$ cat src/rtl/mdu_pkg.sv
// Shared types and constants for the RV32M multiply/divide unit.
// The optional divider is enabled by defining MULDIV_DIV_EN.
package mdu_pkg;

  // Operation encoding matches Funct3 of the M extension.
  typedef enum logic [2:0] {
    OpMul    = 3'b000,
    OpMulh   = 3'b001,
    OpMulhsu = 3'b010,
    OpMulhu  = 3'b011,
    OpDiv    = 3'b100,
    OpDivu   = 3'b101,
    OpRem    = 3'b110,
    OpRemu   = 3'b111
  } mdu_op_e;

  typedef enum logic [1:0] {
    StIdle = 2'd0,
    StMul  = 2'd1,
    StDiv  = 2'd2,
    StDone = 2'd3
  } mdu_state_e;

  localparam logic [6:0] FUNCT7_MULDIV = 7'b0000001;
  localparam logic [1:0] ALUOP_RI      = 2'b10;

endpackage

$ cat src/rtl/muldiv_unit_if.sv
// Execute-stage bundle between the pipeline (master) and the mul/div unit (slave).
interface muldiv_unit_if #(
  parameter int unsigned XLEN = 32
);
  logic [1:0]      ALUOp;
  logic            RType;
  logic [6:0]      Funct7;
  logic [2:0]      Funct3;
  logic            start;
  logic            flush;
  logic [XLEN-1:0] SrcA;
  logic [XLEN-1:0] SrcB;
  logic            is_muldiv;
  logic            stall;
  logic            done;
  logic [XLEN-1:0] Result;

  modport master (
    output ALUOp, RType, Funct7, Funct3, start, flush, SrcA, SrcB,
    input  is_muldiv, stall, done, Result
  );

  modport slave (
    input  ALUOp, RType, Funct7, Funct3, start, flush, SrcA, SrcB,
    output is_muldiv, stall, done, Result
  );
endinterface

$ cat src/rtl/mdu_div_core.sv
// Restoring divider on operand magnitudes, one quotient bit per cycle.
// Quotient/remainder outputs are valid only while done_o is high.
module mdu_div_core #(
  parameter int unsigned XLEN = 32
) (
  input  logic            clk_i,
  input  logic            rst_i,
  input  logic            abort_i,
  input  logic            start_i,
  input  logic            signed_i,
  input  logic [XLEN-1:0] dividend_i,
  input  logic [XLEN-1:0] divisor_i,
  output logic            busy_o,
  output logic            done_o,
  output logic [XLEN-1:0] quotient_o,
  output logic [XLEN-1:0] remainder_o
);
  localparam int unsigned CW = $clog2(XLEN) + 1;
  localparam logic [CW-1:0] Last = CW'(XLEN - 1);
  localparam logic [CW-1:0] CntOne = CW'(1);

  logic            busy_q;
  logic [CW-1:0]   cnt_q;
  logic [XLEN-1:0] quo_q, rem_q, dvs_q;
  logic            qneg_q, rneg_q;
  logic            dneg, vneg;
  logic [XLEN:0]   shifted, diff;
  logic            fits;
  logic [XLEN-1:0] quo_step, rem_step;

  assign dneg = signed_i & dividend_i[XLEN-1];
  assign vneg = signed_i & divisor_i[XLEN-1];

  // One restoring step: shift in next dividend bit, subtract if it fits.
  always_comb begin
    shifted  = {rem_q, quo_q[XLEN-1]};
    diff     = shifted - {1'b0, dvs_q};
    fits     = ~diff[XLEN];
    rem_step = fits ? diff[XLEN-1:0] : shifted[XLEN-1:0];
    quo_step = {quo_q[XLEN-2:0], fits};
  end

  assign busy_o      = busy_q;
  assign done_o      = busy_q && (cnt_q == Last);
  assign quotient_o  = qneg_q ? -quo_step : quo_step;
  assign remainder_o = rneg_q ? -rem_step : rem_step;

  // Load magnitudes on start, iterate while busy; abort clears everything.
  always_ff @(posedge clk_i) begin
    if (rst_i || abort_i) begin
      busy_q <= 1'b0;
      cnt_q  <= '0;
      quo_q  <= '0;
      rem_q  <= '0;
      dvs_q  <= '0;
      qneg_q <= 1'b0;
      rneg_q <= 1'b0;
    end else if (start_i) begin
      busy_q <= 1'b1;
      cnt_q  <= '0;
      quo_q  <= dneg ? -dividend_i : dividend_i;
      rem_q  <= '0;
      dvs_q  <= vneg ? -divisor_i : divisor_i;
      qneg_q <= dneg ^ vneg;
      rneg_q <= dneg;
    end else if (busy_q) begin
      quo_q <= quo_step;
      rem_q <= rem_step;
      cnt_q <= cnt_q + CntOne;
      if (cnt_q == Last) begin
        busy_q <= 1'b0;
      end
    end
  end

endmodule

$ cat src/rtl/muldiv_unit.sv
// Iterative RV32M multiply/divide unit beside the ALU in EX.
// Define MULDIV_DIV_EN to build the divider; otherwise only multiplies are claimed.
module muldiv_unit
  import mdu_pkg::*;
#(
  parameter int unsigned XLEN     = 32,
  parameter int unsigned MUL_BITS = 1
) (
  input logic          clk,
  input logic          reset,
  muldiv_unit_if.slave mdu
);
  localparam int unsigned NSTEPS = XLEN / MUL_BITS;
  localparam int unsigned CW     = $clog2(XLEN) + 1;
  localparam logic [CW-1:0] MulLast = CW'(NSTEPS - 1);
  localparam logic [CW-1:0] CntOne  = CW'(1);

  localparam logic [1:0] SIdle = StIdle;
  localparam logic [1:0] SMul  = StMul;
  localparam logic [1:0] SDiv  = StDiv;
  localparam logic [1:0] SDone = StDone;

  logic [1:0]        state_q, state_d;
  logic [2:0]        op_q, op_d;
  logic [CW-1:0]     cnt_q, cnt_d;
  logic [2*XLEN-1:0] acc_q, acc_d;
  logic [XLEN-1:0]   mcand_q, mcand_d;
  logic              neg_q, neg_d;
  logic [XLEN-1:0]   result_q, result_d;

  logic                   claim, accept;
  logic                   a_signed, b_signed, a_neg, b_neg;
  logic [XLEN-1:0]        mag_a, mag_b;
  logic [XLEN+MUL_BITS-1:0] pp, sum;
  logic [2*XLEN-1:0]      acc_step, prod;

  assign claim = (mdu.ALUOp == ALUOP_RI) && mdu.RType && (mdu.Funct7 == FUNCT7_MULDIV);
`ifdef MULDIV_DIV_EN
  assign mdu.is_muldiv = claim;
`else
  assign mdu.is_muldiv = claim && !mdu.Funct3[2];
`endif
  assign accept    = mdu.start && mdu.is_muldiv;
  assign mdu.stall = ((state_q == SIdle) && accept) || (state_q == SMul) || (state_q == SDiv);
  assign mdu.done  = (state_q == SDone);
  assign mdu.Result = result_q;

  // Operand signedness per op; magnitudes feed the unsigned multiplier.
  always_comb begin
    a_signed = (mdu.Funct3 == OpMulh) || (mdu.Funct3 == OpMulhsu);
    b_signed = (mdu.Funct3 == OpMulh);
`ifdef MULDIV_DIV_EN
    if (mdu.Funct3[2] && !mdu.Funct3[0]) begin
      a_signed = 1'b1;
      b_signed = 1'b1;
    end
`endif
  end

  assign a_neg = a_signed & mdu.SrcA[XLEN-1];
  assign b_neg = b_signed & mdu.SrcB[XLEN-1];
  assign mag_a = a_neg ? -mdu.SrcA : mdu.SrcA;
  assign mag_b = b_neg ? -mdu.SrcB : mdu.SrcB;

  // Shift-add step: low MUL_BITS of acc are the next multiplier digit.
  always_comb begin
    pp       = {{MUL_BITS{1'b0}}, mcand_q} * {{XLEN{1'b0}}, acc_q[MUL_BITS-1:0]};
    sum      = {{MUL_BITS{1'b0}}, acc_q[2*XLEN-1:XLEN]} + pp;
    acc_step = {sum, acc_q[XLEN-1:MUL_BITS]};
    prod     = neg_q ? -acc_step : acc_step;
  end

`ifdef MULDIV_DIV_EN
  localparam logic [XLEN-1:0] MinVal = {1'b1, {(XLEN-1){1'b0}}};

  logic            div_zero, div_ovf, div_start;
  logic            div_busy, div_done;
  logic [XLEN-1:0] div_quo, div_rem, special_res;

  assign div_zero  = (mdu.SrcB == '0);
  assign div_ovf   = !mdu.Funct3[0] && (mdu.SrcA == MinVal) && (mdu.SrcB == '1);
  // Overflow quotient is the dividend itself (min); remainder is 0.
  assign special_res = div_zero ? (mdu.Funct3[1] ? mdu.SrcA : '1)
                                : (mdu.Funct3[1] ? '0 : mdu.SrcA);
  assign div_start = (state_q == SIdle) && accept && mdu.Funct3[2] && !div_zero && !div_ovf
                     && !mdu.flush;

  mdu_div_core #(
    .XLEN (XLEN)
  ) u_div_core (
    .clk_i       (clk),
    .rst_i       (reset),
    .abort_i     (mdu.flush),
    .start_i     (div_start),
    .signed_i    (!mdu.Funct3[0]),
    .dividend_i  (mdu.SrcA),
    .divisor_i   (mdu.SrcB),
    .busy_o      (div_busy),
    .done_o      (div_done),
    .quotient_o  (div_quo),
    .remainder_o (div_rem)
  );
`endif

  // Next-state: accept in IDLE, iterate, load Result on completion; flush wins.
  always_comb begin
    state_d  = state_q;
    op_d     = op_q;
    cnt_d    = cnt_q;
    acc_d    = acc_q;
    mcand_d  = mcand_q;
    neg_d    = neg_q;
    result_d = result_q;
    case (state_q)
      SIdle: begin
        if (accept) begin
          op_d = mdu.Funct3;
          if (!mdu.Funct3[2]) begin
            mcand_d = mag_a;
            acc_d   = {{XLEN{1'b0}}, mag_b};
            neg_d   = a_neg ^ b_neg;
            cnt_d   = '0;
            state_d = SMul;
          end
`ifdef MULDIV_DIV_EN
          else if (div_zero || div_ovf) begin
            result_d = special_res;
            state_d  = SDone;
          end else begin
            state_d = SDiv;
          end
`endif
        end
      end
      SMul: begin
        acc_d = acc_step;
        cnt_d = cnt_q + CntOne;
        if (cnt_q == MulLast) begin
          result_d = (op_q == OpMul) ? prod[XLEN-1:0] : prod[2*XLEN-1:XLEN];
          cnt_d    = '0;
          state_d  = SDone;
        end
      end
`ifdef MULDIV_DIV_EN
      SDiv: begin
        if (div_done) begin
          result_d = op_q[1] ? div_rem : div_quo;
          state_d  = SDone;
        end else if (!div_busy) begin
          state_d = SIdle;
        end
      end
`endif
      SDone:   state_d = SIdle;
      default: state_d = SIdle;
    endcase
    if (mdu.flush) begin
      state_d  = SIdle;
      result_d = result_q;
    end
  end

  // State registers with synchronous reset.
  always_ff @(posedge clk) begin
    if (reset) begin
      state_q  <= SIdle;
      op_q     <= '0;
      cnt_q    <= '0;
      acc_q    <= '0;
      mcand_q  <= '0;
      neg_q    <= 1'b0;
      result_q <= '0;
    end else begin
      state_q  <= state_d;
      op_q     <= op_d;
      cnt_q    <= cnt_d;
      acc_q    <= acc_d;
      mcand_q  <= mcand_d;
      neg_q    <= neg_d;
      result_q <= result_d;
    end
  end

endmodule

$ cat src/flat_wrapper.sv
// flat-port wrapper written by rule: the top's interface ports become plain ports
module muldiv_unit_flat import mdu_pkg::*;
#(
  parameter int unsigned XLEN     = 32,
  parameter int unsigned MUL_BITS = 1
)
  (clk, reset, mdu_ALUOp, mdu_RType, mdu_Funct7, mdu_Funct3, mdu_start, mdu_flush, mdu_SrcA, mdu_SrcB, mdu_is_muldiv, mdu_stall, mdu_done, mdu_Result);
  muldiv_unit_if #(.XLEN(XLEN)) mdu_i ();
  input logic clk;
  input logic reset;
  input wire logic [$bits(mdu_i.ALUOp)-1:0] mdu_ALUOp;
  input wire logic [$bits(mdu_i.RType)-1:0] mdu_RType;
  input wire logic [$bits(mdu_i.Funct7)-1:0] mdu_Funct7;
  input wire logic [$bits(mdu_i.Funct3)-1:0] mdu_Funct3;
  input wire logic [$bits(mdu_i.start)-1:0] mdu_start;
  input wire logic [$bits(mdu_i.flush)-1:0] mdu_flush;
  input wire logic [$bits(mdu_i.SrcA)-1:0] mdu_SrcA;
  input wire logic [$bits(mdu_i.SrcB)-1:0] mdu_SrcB;
  output wire logic [$bits(mdu_i.is_muldiv)-1:0] mdu_is_muldiv;
  output wire logic [$bits(mdu_i.stall)-1:0] mdu_stall;
  output wire logic [$bits(mdu_i.done)-1:0] mdu_done;
  output wire logic [$bits(mdu_i.Result)-1:0] mdu_Result;
  assign mdu_i.ALUOp = mdu_ALUOp;
  assign mdu_i.RType = mdu_RType;
  assign mdu_i.Funct7 = mdu_Funct7;
  assign mdu_i.Funct3 = mdu_Funct3;
  assign mdu_i.start = mdu_start;
  assign mdu_i.flush = mdu_flush;
  assign mdu_i.SrcA = mdu_SrcA;
  assign mdu_i.SrcB = mdu_SrcB;
  assign mdu_is_muldiv = mdu_i.is_muldiv;
  assign mdu_stall = mdu_i.stall;
  assign mdu_done = mdu_i.done;
  assign mdu_Result = mdu_i.Result;
  muldiv_unit #(.XLEN(XLEN), .MUL_BITS(MUL_BITS)) u_core (.clk(clk), .reset(reset), .mdu(mdu_i));
endmodule
$ cat config.mk
export PLATFORM = sky130hd
export DESIGN_NAME = muldiv_unit_flat
export DESIGN_NICKNAME = d
export VERILOG_FILES = /design/src/rtl/mdu_pkg.sv /design/src/rtl/muldiv_unit_if.sv /design/src/rtl/mdu_div_core.sv /design/src/rtl/muldiv_unit.sv /design/src/flat_wrapper.sv
export SDC_FILE = /design/constraint.sdc
export NUM_CORES = 1
export LEC_CHECK = 0
export BUFFER_PORTS_ARGS = -buffer_cell sky130_fd_sc_hd__buf_2
export CORE_UTILIZATION = 35
export DETAILED_ROUTE_END_ITERATION = 7
export PLACE_DENSITY = 0.52
export SLEW_MARGIN = 10
export SYNTH_ARGS = -nofsm -noshare
export SYNTH_HDL_FRONTEND = slang
export SYNTH_SLANG_ARGS = --single-unit
$ cat constraint.sdc
create_clock -name clk -period 4.1 [get_ports clk]
set_clock_uncertainty 0.1 [all_clocks]
set_input_delay 0.615 -clock clk [delete_from_list [all_inputs] [get_ports clk]]
set_output_delay 0.615 -clock clk [all_outputs]
set_load 0.1 [all_outputs]
**Yosys cells after proc, flatten, opt, wreduce, memory -nomap -nowiden**

Index checks and enable logic that the tools add are counted.

- Register bits: 140
- Bits in latches: 0
- RAM bits: 0
- Memory bits (read-only): 0
- Input port bits: 81
- Output and inout bits: 35
- Memories kept: 0

- Add/subtract/negate cells: 5
- Multiply operators: 1
- Div/mod/pow operators: 0
- $lt $le $gt $ge: 0
- Eq/ne operators: 11
- Shifts and indexed selects: 0
- Mux-type cells: 15
- Bitwise operators: 5
- Reduce and logical (&&, ||, !) cells: 18

Operator list:

| kind | count |
|---|---|
| 2-to-1 mux 64 bit | 3 |
| case mux 64 bit (2 select lines) | 1 |
| 2-to-1 mux 32 bit | 3 |
| negation 32 bit | 2 |
| negation 64 bit | 1 |
| adder 32 x 33 -> 33 bit | 1 |
| multiplier 32 x 1 -> 33 bit | 1 |
| 2-to-1 mux 6 bit | 3 |
| case mux 6 bit (2 select lines) | 1 |
| AND reduction 3 bit | 4 |
| equality test 7 x 1 -> 1 bit, second input constant | 1 |
| adder 6 x 1 -> 6 bit, second input constant | 1 |
| equality test 2 bit, second input constant | 3 |
| equality test 6 x 5 -> 1 bit, second input constant | 1 |
| 2-to-1 mux 2 bit | 3 |
| logical AND 1 bit | 5 |
| inequality test 2 bit, second input constant | 2 |
| case mux 2 bit (2 select lines) | 1 |
| equality test 3 x 1 -> 1 bit, second input constant | 1 |
| equality test 3 x 2 -> 1 bit, second input constant | 1 |
| zero test 3 bit | 1 |
| logical OR 1 bit | 3 |
| AND 1 bit | 2 |
| equality test 2 x 1 -> 1 bit, second input constant | 1 |
| other kinds (8) | 9 |

**Longest topological paths before layout**

Gate-level depths: netlist (run 1).

- Depth after elaboration: 8
- Depth in mapped cells: 16
- Gate-level depth less buffers: 14

**Least setup slack after synthesis (run 1)**

OpenSTA, ideal clock, no wires.

- Path type: input port to output port
- From: in mdu_Funct3[2]
- To: out mdu_stall
- Arrival time: 5,893 ps
- Slack: -2,508 ps
- Stages on the path: 5
- Buffers on the path: 0
- Cell sequence: nor4b_1 nand4_1 nor4_1 nand2_1 a21oi_1

- Word-level cells in the longest chain between the ends: 6

RTL lines:

| item | line | source |
|---|---|---|
| start, declared | flat_wrapper.sv:14 | `input wire logic [$bits(mdu_i.Funct3)-1:0] mdu_Funct3;` |
| zero test 1 bit | muldiv_unit.sv:41 | `assign mdu.is_muldiv = claim && !mdu.Funct3[2];` |
| logical AND 1 bit | muldiv_unit.sv:41 |  |
| via mdu_is_muldiv | flat_wrapper.sv:19 | `output wire logic [$bits(mdu_i.is_muldiv)-1:0] mdu_is_muldiv;` |
| logical AND 1 bit | muldiv_unit.sv:43 | `assign accept = mdu.start && mdu.is_muldiv;` |
| logical AND 1 bit | muldiv_unit.sv:44 | `assign mdu.stall = ((state_q == SIdle) && accept) \|\| (state_q == SMul) \|\| (state_q == SDiv);` |
| logical OR 1 bit (2 in series) | muldiv_unit.sv:44 |  |
| end, declared | flat_wrapper.sv:20 | `output wire logic [$bits(mdu_i.stall)-1:0] mdu_stall;` |

The timed path passes the listed nets, and every way through them passes these cells.

**Final worst setup path (run 1)**

- From: reg u_core.acc_q[0]
- To: reg u_core.result_q[30], in the netlist u_core.mdu.Result[30]

- Word-level cells in the longest chain between the ends: 5

RTL lines:

| item | line | source |
|---|---|---|
| start, declared | muldiv_unit.sv:26 | `logic [2*XLEN-1:0] acc_q, acc_d;` |
| start signal, assigned | muldiv_unit.sv:169 | `acc_q <= '0;` |
| start signal, assigned | muldiv_unit.sv:177 | `acc_q <= acc_d;` |
| multiplier 32 x 1 -> 33 bit (*) | muldiv_unit.sv:67 | `pp = {{MUL_BITS{1'b0}}, mcand_q} * {{XLEN{1'b0}}, acc_q[MUL_BITS-1:0]};` |
| adder 32 x 33 -> 33 bit (*) | muldiv_unit.sv:68 | `sum = {{MUL_BITS{1'b0}}, acc_q[2*XLEN-1:XLEN]} + pp;` |
| negation 64 bit | muldiv_unit.sv:70 | `prod = neg_q ? -acc_step : acc_step;` |
| 2-to-1 mux 64 bit (*) | muldiv_unit.sv:70 |  |
| 2-to-1 mux 32 bit (*) | muldiv_unit.sv:139 | `result_d = (op_q == OpMul) ? prod[XLEN-1:0] : prod[2*XLEN-1:XLEN];` |
| end signal, assigned | muldiv_unit.sv:180 | `result_q <= result_d;` |
| end, declared | muldiv_unit.sv:29 | `logic [XLEN-1:0] result_q, result_d;` |

Mark *: on every way between the ends. The rest lies on a longest branch, timed or not.
A chain may end at the register's enable or synchronous reset.

==> impl_summary.md, run 1 <==
Outcome
The run finished with clean final reports.

Worst setup path
The arrival time of the worst setup path is 4.18 ns. STA classifies the critical path startpoint as a flip-flop. The worst setup path is of the flip-flop to flip-flop kind. Data on the critical path is required at its endpoint by 4.32 ns.

Along the worst path, the maximum fanout reaches 14. The sort of element at the end of the critical path is a flip-flop.

Pwr
The power density over the cells is roughly 240 nW/um^2. The internal power of the cells totals around 2300 uW. VDD sags by at most 0.0002761 V. The combinational share of power is 0.059. In this run the power spent charging and discharging nets is about 850 uW. The total leakage power is slightly above 0.005 uW.

Of the total power, the share spent switching nets is 0.2711. The share of total power dissipated in sequential elements is 0.432. Of the total power, the clock network draws 0.509.

Floorplanning
Measured along the y axis, the die boundary spans 176.3 um. The total number of placement rows is between 60 and 70. The initial core utilization is 0.3570. The area inside the core boundary is just under 30000 um^2. The area of the die is 31090 um^2.

The I/O pin count is 116. The die is ~180 um wide.

Yosys
Synthesis produced a netlist with a net count of ~1.6k. The share of synthesized area in the top cell type comes to 0.2635. After synthesis, the mean cell area works out to about 7.3 um^2. In this run the cell area of the synthesized design comes to roughly 11000 um^2. By area the synthesized netlist is led by dfxtp_1 (26%), a21oi_1 (7.0%), nand2_1 (6.5%).

The most used flip-flop cell after synthesis is dfxtp_1. For this run, the register share of the synthesized area comes to 0.2635. The number of warning messages in the yosys log is 0. The synthesized design contains 0 enable-type register cells. The cell count after synthesis is approximately 1.5k.

The cell type with the largest total area after synthesis is dfxtp_1. The flip-flop and latch count after synthesis is between 100 and 150. The number of different library cells in the post-synthesis netlist is 74. For this run, asynchronously set or reset flops after synthesis account for 0.

Route
After detailed routing, the total wire length is 35940 um. The number of nets still failing antenna checks after routing is 0. The number of optimization iterations in the first detailed-route pass is 7. The via count is about 11k. The number of DRC markers in iteration 0 is between 800 and 900. The routed wire length per instance is ~18 um.

After detailed routing, the number of vias per cell comes to ~5.6. For this run, design rule violations remaining after detail routing come to 0.

Cells and area
The final-layout fill cell count is approximately 3.2k. The relative area change from synthesis to final layout is 20.84%. The most frequent standard cell in the layout excluding fill and tap cells is nand2_1. The share of post-route cells with drive strength above 1 is 0.1871.

The number of nets at the end of the flow is approximately 1.7k. After routing the design area is between 10000 and 15000 um^2. Leaving out fill and tap cells, the most frequent cells in the layout are nand2_1 (182), nor2_1 (162), a21oi_1 (147). The number of diodes added for antenna fixing is 0.

Clock network
The clock insertion delay at the later pin of the skew report is 0.43 ns. The deepest clock path buffer count is 2. CTS built an H-tree with a depth of 4. The tree built by TritonCTS fans out to 140 sinks.

The clock input transition at the sequential cells of the worst setup and hold paths is about 0.070 ns. The clock root buffer is clkbuf_16. TritonCTS built the clock tree.

Counting the buffers created by CTS gives 17.

Timing
For this run, the top clock speed supported by timing is approximately 0.25 GHz. Dividing the final minimum period by the clock period gives 0.9651. At the pin with the least slew margin, the transition time is about 0.90 ns. The number of max-slew violations in the final report is 0. Hold is met by between 0.3 and 0.4 ns. The smallest setup slack after layout is 0.1430 ns. The final hold violation count came to 0. The time the worst path needs with I/O delays and setup is between 3 and 4 ns. The worst max-slew margin expressed relative to the limit is 0.3980. Setup violations remaining at the end of the flow were counted as 0.

Flow run
The number of maximum-capacitance constraint violations is 0.

Min path
The path class of the tightest hold or removal check is input pin to flip-flop.

GRT
The number of antenna violations at the first check in global routing came to 0. The number of global-route vias before repair was 10.19k. The pin count of the biggest net entering global routing is 122. The aggregate global-route resource usage is 0.2300. The first global-routing pass estimated between 50000 and 60000 um of wire. Summed over all layers, the global routing overflow is 0.

Placement
Port buffering added around 120 buffers. The final weighted congestion of routability-driven global placement is roughly 0.91. Summing all placed instances gives a cell area of ~12000 um^2.

Prior to clock tree synthesis, the placed netlist has a worst setup slack of -0.1848 ns. The half-perimeter wire length after placement is between 20000 and 30000 um.
power groups by stage:
stage | registers, uW | logic, uW | clock network, uW
after floorplan | 1390 | 96.1 | 0
after global placement | 1390 | 185 | 0
after detailed placement | 1390 | 186 | 0
after CTS | 1360 | 187 | 1620
after global routing | 1360 | 207 | 1680
final | 1360 | 186 | 1600
path summary, 6_finish.rpt:
| kind | slack [ns] | end | cells past startpoint | startpoint |
|---|---|---|---|---|
| hold reg to reg | 0.35 | u_core.mdu.Result[16]$_SDFFE_PP0P_ | 2 | u_core.mdu.Result[16]$_SDFFE_PP0P_ |
| setup reg to reg | 0.14 | u_core.mdu.Result[30]$_SDFFE_PP0P_ | 16 | u_core.acc_q[0]$_SDFFE_PP0P_ |
| setup / recovery | 0.14 | u_core.mdu.Result[30]$_SDFFE_PP0P_ | 16 | u_core.acc_q[0]$_SDFFE_PP0P_ |
| hold / removal | 0.30 | u_core.state_q[0]$_SDFFE_PP0P_ | 2 | mdu_flush |
Yosys cell counts, types with 3 or more instances:
cell type / number
nand2_1: 183
nor2_1: 164
a21oi_1: 148
dfxtp_1: 140
clkbuf_1: 78
xor2_1: 75
o21ai_0: 69
nand3_1: 49
a211oi_1: 48
xnor2_1: 44
and2_1: 42
nor3_1: 37
ha_1: 36
o211ai_1: 36
or3_1: 26
o31ai_1: 25
inv_1: 18
a311oi_1: 17
nand4_1: 17
o41ai_1: 16
a31oi_1: 14
buf_1: 14
nand2b_1: 13
nor4_1: 13
or4_1: 11
and3_1: 9
o21a_1: 8
a21o_1: 7
nand3b_1: 7
or2_2: 7
a21boi_0: 6
o21bai_1: 6
and4_1: 5
nor2b_1: 5
mux2i_1: 4
nor3b_1: 4
a211o_1: 3
a221oi_1: 3
a2bb2oi_1: 3
o221ai_1: 3
o41ai_2: 3
or4_4: 3
what timing repair did:
action                     CTS  global route
hold buffers                 0             0
pin swaps                    0            10
resized for setup            3            32
setup endpoints to repair   12            17
buffers inserted             0             4
layer usage:
layer	GRT usage	wire [um]	vias to the layer above
met3	0.03295	1659	24
met2	0.3428	15420	301
met1	0.3435	18460	5299
met5	0	0	-
met4	0.05435	399	0
li1	-	-	5625
kinds of logic after synthesis:
family,synth area share
simple gates,0.2761
compound gates,0.2736
flops,0.2635
xor+xnor,0.09799
buf+inv,0.04082
fa+ha+maj,0.04423
mux,0.003764
stage by stage:
stage	utilization	TNS, ns	total power, uW	std cells
after global routing	0.4314	-0.004646	3249	2004
after CTS	0.4255	-0.02007	3168	2000
after global placement	0.4059	-0.02593	1575	1968
final	0.4314	0	3145	2004
after floorplan	-	0	1487	1465
after detailed placement	0.4059	-0.8539	1577	1968
worst max-delay path: stages, from the launching register on:
cell	delay (ns)
dfxtp_4	0.40
buf_4	0.19
and2_1	0.17
ha_2	0.39
buf_4	0.13
and4_2	0.31
and3_1	0.21
o211ai_1	0.28
and3_1	0.26
o41ai_1	0.08
and2_1	0.21
nand3b_1	0.11
buf_4	0.21
nor3_1	0.26
a211o_1	0.17
a21oi_1	0.06
o31a_1	0.32
cell type report:
cell class	count	area [um^2]	area share
Timing Repair Buffer	212	1319	0.1026
Multi-Input combinational cell	1212	7594	0.5908
Sequential cell	140	2808	0.2184
Clock buffer	17	425.4	0.03310
Clock inverter	15	152.6	0.01188
Inverter	18	67.56	0.005256
Tap cell	390	488.0	0.03796
flip-flops by register name, indices dropped and copies added (netlist names):
register           flops
u_core.state_q         2
u_core.neg_q           1
u_core.acc_q          64
u_core.op_q            3
u_core.cnt_q           6
u_core.mdu.Result     32
u_core.mcand_q        32
Note: power is estimated with default switching activity, not from simulation.
==> run 2: changes to the inputs <==
--- a/config.mk
+++ b/config.mk
@@ -12,4 +12,5 @@
 export SLEW_MARGIN = 10
 export SYNTH_ARGS = -nofsm -noshare
 export SYNTH_HDL_FRONTEND = slang
+export SYNTH_HIERARCHICAL = 1
 export SYNTH_SLANG_ARGS = --single-unit
==> run 2 against run 1 <==
Global-route usage shrank 0.55 points. Synthesized cell count shrank 1.9%. Setup slack lost 0.038 ns. Clock-buffer cell count grew 4. Sequential share of layout area grew 0.46 points. Utilization shrank 0.70 points. Total power shrank 0.79%. Sequential power is essentially flat. Die area shrank 0.91%.
==> impl_summary.md, run 2 <==
Timing
The final hold violation count is 0. The number of max-slew violations in the final report is 0. For the pin with the worst max-slew slack, the measured transition is 0.7934 ns.

The worst pin sits at a relative slew slack of 0.4699. The highest achievable clock rate is around 0.25 GHz. The worst path in the final design needs a cycle of approximately 4 ns, including I/O delays and setup. The final worst hold slack is approximately 0.28 ns. The post-route clock period utilization is 0.9744.

Setup repair after global routing could not meet its margin everywhere. Setup violations remaining at the end of the flow were counted as 0.

GRT
The pin count of the biggest net entering global routing is just over 80. The global-route wire length before repair is 54260 um. The number of global-route vias before repair is 9453. The number of antenna violations at the first check in global routing is 0. For this run, global-route usage on met3 was measured as 0.03312. The met1 usage in global routing is 0.3375. The total overflow left after global routing is 0. For this run, global-route usage on met2 was measured as 0.3282.

The global routing stage identified its most utilized layer as met1. The aggregate global-route resource usage is 0.2245.

Yosys
In the synthesized netlist the async set-or-reset flop fraction comes to 0. Dividing the synthesized area by the synthesized cell count gives 7.334 um^2. Of the post-synthesis cell area, the dominant cell type holds 0.2659. The cell count after synthesis came out at 1437. The number of nets in the synthesized netlist is about 1.6k. The portion of the post-synthesis area used by sequential elements is 0.2659. In the post-synthesis netlist, the biggest area contributors are dfxtp_1 (27%), nand2_1 (7.4%), a21oi_1 (5.9%). For this run, the leading register cell type out of synthesis is dfxtp_1. The cell type with the largest total area after synthesis is dfxtp_1. In this run, synthesis inferred 0 flip-flops with an integrated enable. During synthesis, Yosys emitted a total of 6 warnings. Sorting the synthesized cells by how often they occur yields nand2_1 (207), nor2_1 (158), dfxtp_1 (140).

After synthesis the cells add up to 10540 um^2. The synthesized netlist contains 83 unique library cells. In this run, synthesis produced a sequential element count of 140. nand2_1 is the most common cell in the netlist.

Clock network
The clock tree from TritonCTS is done. The clock insertion delay at the later pin of the skew report is about 0.44 ns. The number of buffers created by CTS is 17. The cell sitting at the root of the clock tree is a clkbuf_16. The longest clock path from root to sink contains 2 buffers.

The H-tree generated during clock tree synthesis spans 4 levels. For this design, the CTS-stage hold fixing added 0 buffers. The TritonCTS sink count is 140. The clock input transition at the sequential cells of the worst setup and hold paths is 0.06 ns.

Worst setup path
The delay contributed by the slowest stage of the critical path is between 0.5 and 0.6 ns. At the worst endpoint, the required time is roughly 4.3 ns. On the critical path, the stage with the largest delay is an instance of or4_4. The sort of element at the start of the critical path is a flip-flop. The sort of element at the end of the critical path is a flip-flop. The cell repeated most along the worst path is a21oi_2.

The kind of critical path is flip-flop to flip-flop. Data on the critical path arrives at its endpoint at between 4 and 5 ns. The peak fanout along the critical path is 13. Broken down by cell family, the worst path's largest delay share belongs to simple AND/OR/NAND/NOR gates. The critical path goes through buf_6 -> and2_1 -> ha_1 -> a21oi_2 -> o21a_1 -> a21oi_2 -> or3_1 -> a211o_4 -> nor4_4 -> nand4_2 -> or4_4 -> nor3_2 -> a31oi_1 -> a311oi_1. The count of buffer and inverter cells on the critical path is 1.

Pwr
The power density over the cells is 248.1 nW/um^2. Of the total power, the share spent switching nets is 0.2399. Internal power comes to roughly 2400 uW. IR analysis of the VDD net gives a maximum drop of approximately 0.00016 V.

Of the total power, registers draw 0.436. The share of total power dissipated in combinational logic is 0.061. Of the total power, the clock network draws 0.503. The analysis attributes to cell leakage a power of slightly below 0.005 uW. The total net switching power is roughly 750 uW.

Outcome
The flow ran to the end, and the final reports show no timing, DRC or antenna violations.

Route
Once detail routing completed, the nets flagged for antenna violations numbered 0. After the first detailed-routing iteration, the DRC count stood at 726. For this run, design rule violations remaining after detail routing come to 0. The number of optimization iterations in the first detailed-route pass is 4. After detailed routing, the average wire length per cell comes to 17.82 um. Wires add up to 34860 um. The via count is ~11k. Dividing the detail-routed via count by the number of cells gives about 5.5.

Floorplanning
The area inside the core boundary is 29640 um^2. The chip height is roughly 180 um. about 120 I/O pins were placed. The overall die width is about 180 um. The total number of placement rows is between 60 and 70.

The die covers just over 30000 um^2. The initial core utilization is 0.3556.

Min path
The type of the worst min-delay path is input pin to flip-flop.

Cells and area
The number of nets at the end of the flow is approximately 1.7k. The register with the most flip-flops in the layout has 64 of them. The final cell utilization of the core is 0.4244. In the layout the commonest cells are nand2_1 (206), nor2_1 (157), dfxtp_1 (138). The largest register by flop count is u_core/acc_q. Registers take roughly 2800 um^2. The relative area change from synthesis to final layout is 19.35%. The most frequent standard cell in the layout excluding fill and tap cells is nand2_1.

The final-layout fill cell count is around 3.2k. The share of post-route cells with drive strength above 1 is 0.1870. Summing all multi-input logic gate instances after layout gives approximately 7500 um^2. The number of diodes added for antenna fixing is 0.

Placement
After legalization and detailed placement, the total HPWL measured around 27000 um. The number of port buffers is ~120. The congestion estimate from routability-driven global placement came to ~0.9.

Flow run
The number of maximum-capacitance constraint violations is 0.
## run 2: cell count changes in the layout (fill, tap and decap cells not counted), moves of 14 or more
cell	previous run	this run
a21oi_1	147	116
xnor2_1	43	64
buf_4	97	76
xor2_1	73	59
nand2_1	182	206
a311oi_1	16	32
## run 2: kinds of logic (layout without fill, tap and decap cells)
logic type / Yosys count / after routing / share of synthesized area
and+or+nand+nor: 614 / 614 / 0.2800
AOI/OAI and AO/OA: 410 / 410 / 0.2547
DFF: 140 / 140 / 0.2659
xor gates and xnor gates: 123 / 123 / 0.1022
buffers and inverters: 109 / 239 / 0.04749
adders and majority gates: 37 / 37 / 0.04464
muxes: 4 / 4 / 0.005105
## run 2: worst reg2reg max path, stage by stage, from the launching register on
cell and delay [ns]:
dfxtp_2 0.34, buf_6 0.14, and2_1 0.14, ha_1 0.34
a21oi_2 0.20, o21a_1 0.23, a21oi_2 0.09, or3_1 0.36
a211o_4 0.40, nor4_4 0.34, nand4_2 0.18, or4_4 0.59
nor3_2 0.11, a31oi_1 0.05, a311oi_1 0.29
## run 2: power by group through the flow
stage | combinational, uW | sequential [uW] | clock [uW]
floorplan | 94.3 | 1390 | 0
global placement | 186 | 1390 | 0
detailed placement | 187 | 1390 | 0
CTS | 188 | 1360 | 1610
global route | 206 | 1360 | 1660
finish | 189 | 1360 | 1570
## run 2: final timing paths
path              depth (start not counted)                              start  slack, ns                                 end
setup / recovery                         14       u_core/acc_q[0]$_SDFFE_PP0P_       0.10  u_core/mdu.Result[31]$_SDFFE_PP0P_
hold / removal                            2                          mdu_flush       0.28      u_core/state_q[0]$_SDFFE_PP0P_
setup reg to reg                         14       u_core/acc_q[0]$_SDFFE_PP0P_       0.10  u_core/mdu.Result[31]$_SDFFE_PP0P_
hold reg to reg                           2  u_core/mdu.Result[7]$_SDFFE_PP0P_       0.35   u_core/mdu.Result[7]$_SDFFE_PP0P_
## run 2: metrics by stage
step / instance area [um^2] / worst slack (ns) / instances / TNS (ns) / power [uW]
detailed placement: 11750 / 0.1025 / 1918 / 0 / 1578
floorplan: 10560 / 0.1242 / 1437 / 0 / 1485
global route: 12580 / -0.08155 / 1957 / -0.08155 / 3230
CTS: 12340 / 0.06034 / 1949 / 0 / 3154
global placement: 11750 / 0.1506 / 1918 / 0 / 1577
finish: 12580 / 0.1048 / 1957 / 0 / 3120
## run 2: what timing repair did
item / 4_1_cts / 5_1_grt
endpoints found under the setup margin: 0 / 10
gates resized for setup: 0 / 43
buffers inserted: 0 / 8
## run 2: layout make-up
| cell class | instances | area share |
|---|---|---|
| Clock inverter | 10 | 0.009151 |
| Inverter | 16 | 0.004775 |
| Sequential cell | 140 | 0.2230 |
| Clock buffer | 21 | 0.03740 |
| Timing Repair Buffer | 192 | 0.09321 |
| Multi-Input combinational cell | 1188 | 0.5937 |
| Tap cell | 390 | 0.03879 |
## run 2: metal layers
layer | up-vias | part of all wire
li1 | 5426 | -
met1 | 5006 | 0.51
met5 | - | 0
met2 | 272 | 0.42
met4 | 0 | 0.016
met3 | 36 | 0.049
==> run 3: changes to the inputs <==
--- a/config.mk
+++ b/config.mk
@@ -5,6 +5,7 @@
 export SDC_FILE = /design/constraint.sdc
 export NUM_CORES = 1
 export LEC_CHECK = 0
+export ABC_AREA = 1
 export BUFFER_PORTS_ARGS = -buffer_cell sky130_fd_sc_hd__buf_2
 export CORE_UTILIZATION = 35
 export DETAILED_ROUTE_END_ITERATION = 7
==> run 3 against run 2 <==
Clock-buffer cell count fell by 3. Global-route usage rose by 2.8 points. Critical endpoint is now u_core/mdu.Result[20]$_SDFFE_PP0P_. Setup slack improved by 0.63 ns. Hold slack improved by 0.012 ns. Largest power group unchanged. Routed wire length rose by 22%.
==> impl_summary.md, run 3 <==
Route
The detailed-route wire length is about 42000 um. Dividing the detail-routed wire length by the instance count gives around 16 um. The number of nets still failing antenna checks after routing is 0. The detailed router finished its first iteration with 1022 violations. After detailed routing, the number of remaining DRC violations is 0. The number of vias per cell is approximately 5.1. The via count is 13.12k. The number of optimization iterations in the first detailed-route pass is 7.

GRT
The number of global-route vias before repair is roughly 12k. The global-route wire length before repair is 67290 um. The number of antenna violations at the first check in global routing is 0.

The aggregate global-route resource usage is 0.2526. The pin count of the biggest net entering global routing is 66. Global routing finished with a remaining overflow of 0.

Cells and area
After filler insertion, the fill cell instance count of the layout stands at roughly 3.8k. The number of nets at the end of the flow is between 2k and 2.5k. The flip-flop count of the largest register after layout is 64.

The relative area change from synthesis to final layout is 13.55%. Of the cells placed in the final design, the portion with a size suffix greater than 1 is 0.1319. The largest register by flop count is u_core/acc_q.

The library cells used most frequently in the layout, excluding fill and tap cells, are nand2_1 (568), inv_1 (268), a21oi_1 (200). The number of diodes added for antenna fixing is 0. The most frequent standard cell in the layout excluding fill and tap cells is nand2_1.

Pwr
The share of total power dissipated in sequential elements is 0.432. In this run the power density over the cells is between 200 and 250 nW/um^2. For this design the total switching power over the nets is about 800 uW. Internal power comes to between 2000 and 2500 uW. Overall power consumption after layout is estimated at 3149 uW. Summed over all cells, the static leakage comes to ~0.0069 uW. The share of total power dissipated in the clock network is 0.503. Of the total power, the share spent switching nets is 0.2544. The combinational share of power is 0.065.

The worst IR drop on VDD is about 0.00028 V.

Min path
The path class of the tightest hold or removal check is input pin to flip-flop.

Worst setup path
The worst reg2reg path depth is 21. In this run the critical register-to-register path is captured at u_core/mdu.Result[20]$_SDFFE_PP0P_. The largest single stage delay on the critical path is approximately 0.46 ns. Across all register-to-register paths, the minimum setup slack is about 0.73 ns. STA classifies the critical path startpoint as a flip-flop.

The kind of critical path is flip-flop to flip-flop. Traced cell by cell, the critical path runs through buf_4 -> nand2_1 -> inv_1 -> ha_1 -> fa_1 -> nand2_1 -> nand3_1 -> nand3_1 -> nand2_1 -> nand2_1 -> nand2_1 -> nor2_1 -> inv_1 -> nor2_1 -> nand2_1 -> nor2_2 -> nand3b_1 -> nand2_2 -> nand2_1 -> nand3_1 -> a31oi_1. Data on the critical path is required at its endpoint by 4.30 ns.

The sort of element at the end of the critical path is a flip-flop. The critical path starts at u_core/acc_q[0]$_SDFFE_PP0P_. The total stage count of the critical path is 21. The slowest library cell on the worst path is fa_1. Counting both buffers and inverters, the worst setup path holds a total of 3. At the worst endpoint, the arrival time is around 3.6 ns. Counting stages on the worst path, the most repeated cell is nand2_1. The critical path endpoint is u_core/mdu.Result[20]$_SDFFE_PP0P_. The peak fanout along the critical path is 33. The worst register-to-register path begins at u_core/acc_q[0]$_SDFFE_PP0P_.

The kind of cell adding the most delay to the critical path is simple AND/OR/NAND/NOR gates.

Timing
Setup repair after global routing left no endpoint under its margin. The highest achievable clock rate is slightly below 0.3 GHz. The worst pin sits at a relative slew slack of 0.4218. In the final timing run, aggregate negative setup slack is 0 ns.

The number of max-slew violations in the final report came to 0. For the finished layout, the period the worst path requires is around 3.4 ns. Setup violations remaining at the end of the flow were counted as 0. For the pin with the worst max-slew slack, the measured transition is approximately 0.87 ns. The smallest setup slack after layout is ~0.73 ns. The post-route clock period utilization is 0.8212.

On the final layout, the worst hold slack is slightly below 0.3 ns. The final hold violation count was 0.

Clock network
The clock input transition at the sequential cells of the worst setup and hold paths is around 0.07 ns. The count of H-tree levels built during CTS is 4. Once the clock tree was built, the resizer swapped 0 gates to a different size.

The clock passes through at most 2 buffers. The clock root buffer is clkbuf_16. Hold repair after CTS inserted 0 buffers.

The clock reaches the later pin of the worst-skew pair after between 0.4 and 0.5 ns. The buffers inserted during post-CTS setup optimization is 0. TritonCTS created 17 clock buffers. TritonCTS built the clock tree. The clock net in this run drives a total of 140 sinks.

Placement
Timing analysis after detailed placement gives a worst setup slack of approximately 0.81 ns. The half-perimeter wire length after placement is roughly 33000 um. Port buffering added around 120 buffers. The final weighted congestion of routability-driven global placement is 0.9325.

Yosys
The flip-flop and latch count after synthesis is 140. nand2_1 is the most common cell in the netlist. The number of enable flip-flop cells after synthesis is 0. The number of different library cells in the post-synthesis netlist is 48. The post-synthesis instance area is 11800 um^2. Averaged over all synthesized cells, the footprint is slightly below 6 um^2.

The fraction of registers with async set/reset is 0. The most used flip-flop cell after synthesis is dfxtp_1. When the netlist entered floorplanning its net count stood at about 2.2k. The cell count after synthesis is a little over 2k. During synthesis, Yosys emitted a total of 6 warnings. In the post-synthesis netlist, the biggest area contributors are dfxtp_1 (24%), nand2_1 (18%), inv_1 (8.6%). Of the synthesized area, sequential elements account for 0.2375. dfxtp_1 takes more of the synthesized area than any other cell. The area fraction of the dominant cell type after synthesis is 0.2375. Counting instances in the post-synthesis netlist gives the leading cell types as nand2_1 (568), inv_1 (269), a21oi_1 (200).

Floorplanning
The total number of placement rows is 66. The total area inside the core boundary comes to 32870 um^2. The overall die width is 185.6 um. The initial core utilization is 0.3591.

For this design the top-level I/O count stands at between 100 and 150. The chip height is about 190 um. The area of the die is approximately 34000 um^2.

Outcome
The run finished with clean final reports.

Flow run
The tool flagged a number of max-cap violations equal to 0.
==> run 3: cells by family after synthesis <==
kind of cell / count (synthesis) / share of synthesized area
simple gates: 1033 / 0.3831
compound gates: 443 / 0.2042
buf+inv: 357 / 0.1146
flops: 140 / 0.2375
fa+ha+maj: 37 / 0.03986
xor+xnor: 28 / 0.02078
==> run 3: worst min-delay path by stage <==
stage / start / endpoint / slack (ns) / depth (start not counted)
5_1_grt: mdu_flush / u_core/state_q[0]$_SDFFE_PP0P_ / 0.29 / 2
4_1_cts: mdu_flush / u_core/state_q[0]$_SDFFE_PP0P_ / 0.27 / 2
2_1_floorplan: u_core/op_q[2]$_SDFFE_PP0P_ / u_core/op_q[2]$_SDFFE_PP0P_ / 0.34 / 2
3_3_place_gp: u_core/acc_q[27]$_SDFFE_PP0P_ / u_core/acc_q[27]$_SDFFE_PP0P_ / 0.35 / 2
3_5_place_dp: u_core/acc_q[27]$_SDFFE_PP0P_ / u_core/acc_q[27]$_SDFFE_PP0P_ / 0.36 / 2
6_report: mdu_flush / u_core/state_q[0]$_SDFFE_PP0P_ / 0.29 / 2
==> run 3: worst reg2reg max path, delay by kind of cell (launching register included) <==
family                   cells  cell delay, ns
flip-flops                   1            0.29
AND/OR/NAND/NOR             15            1.76
AO/OA/AOI/OAI                1            0.09
buffers and inverters        3            0.31
adder cells (fa/ha/maj)      2            0.68
==> run 3: routing by layer <==
metal / track usage / part of all wire / up-vias
met5: 0 / 0 / -
met4: 0.07246 / 0.020 / 0
met3: 0.03072 / 0.043 / 39
met2: 0.3945 / 0.43 / 334
met1: 0.3611 / 0.50 / 5977
li1: - / - / 6766
==> run 3: per-stage QoR <==
step                      instance area (um^2)  std cells  utilization
after floorplan                          11800       2038            -
after global placement                   12820       2542       0.3901
after detailed placement                 12820       2542       0.3901
after CTS                                13400       2573       0.4078
after global routing                     13400       2573       0.4078
final                                    13400       2573       0.4078
==> run 3: power by group through the flow <==
stage	clock network (uW)	registers, uW	logic, uW
2_1_floorplan	0	1390	108
3_3_place_gp	0	1390	202
3_5_place_dp	0	1390	203
4_1_cts	1620	1360	205
5_1_grt	1680	1360	229
6_report	1580	1360	205
==> run 3: area by class of cell <==
class                      instances  area (um^2)  share of cell area
multi-input combinational       1541         7675              0.5727
sequential                       140         2804              0.2092
inverter                         285         1070             0.07982
timing repair buffer             134        718.2             0.05359
tap                              442        553.0             0.04127
clock buffer                      18        439.2             0.03277
clock inverter                    13        142.6             0.01064
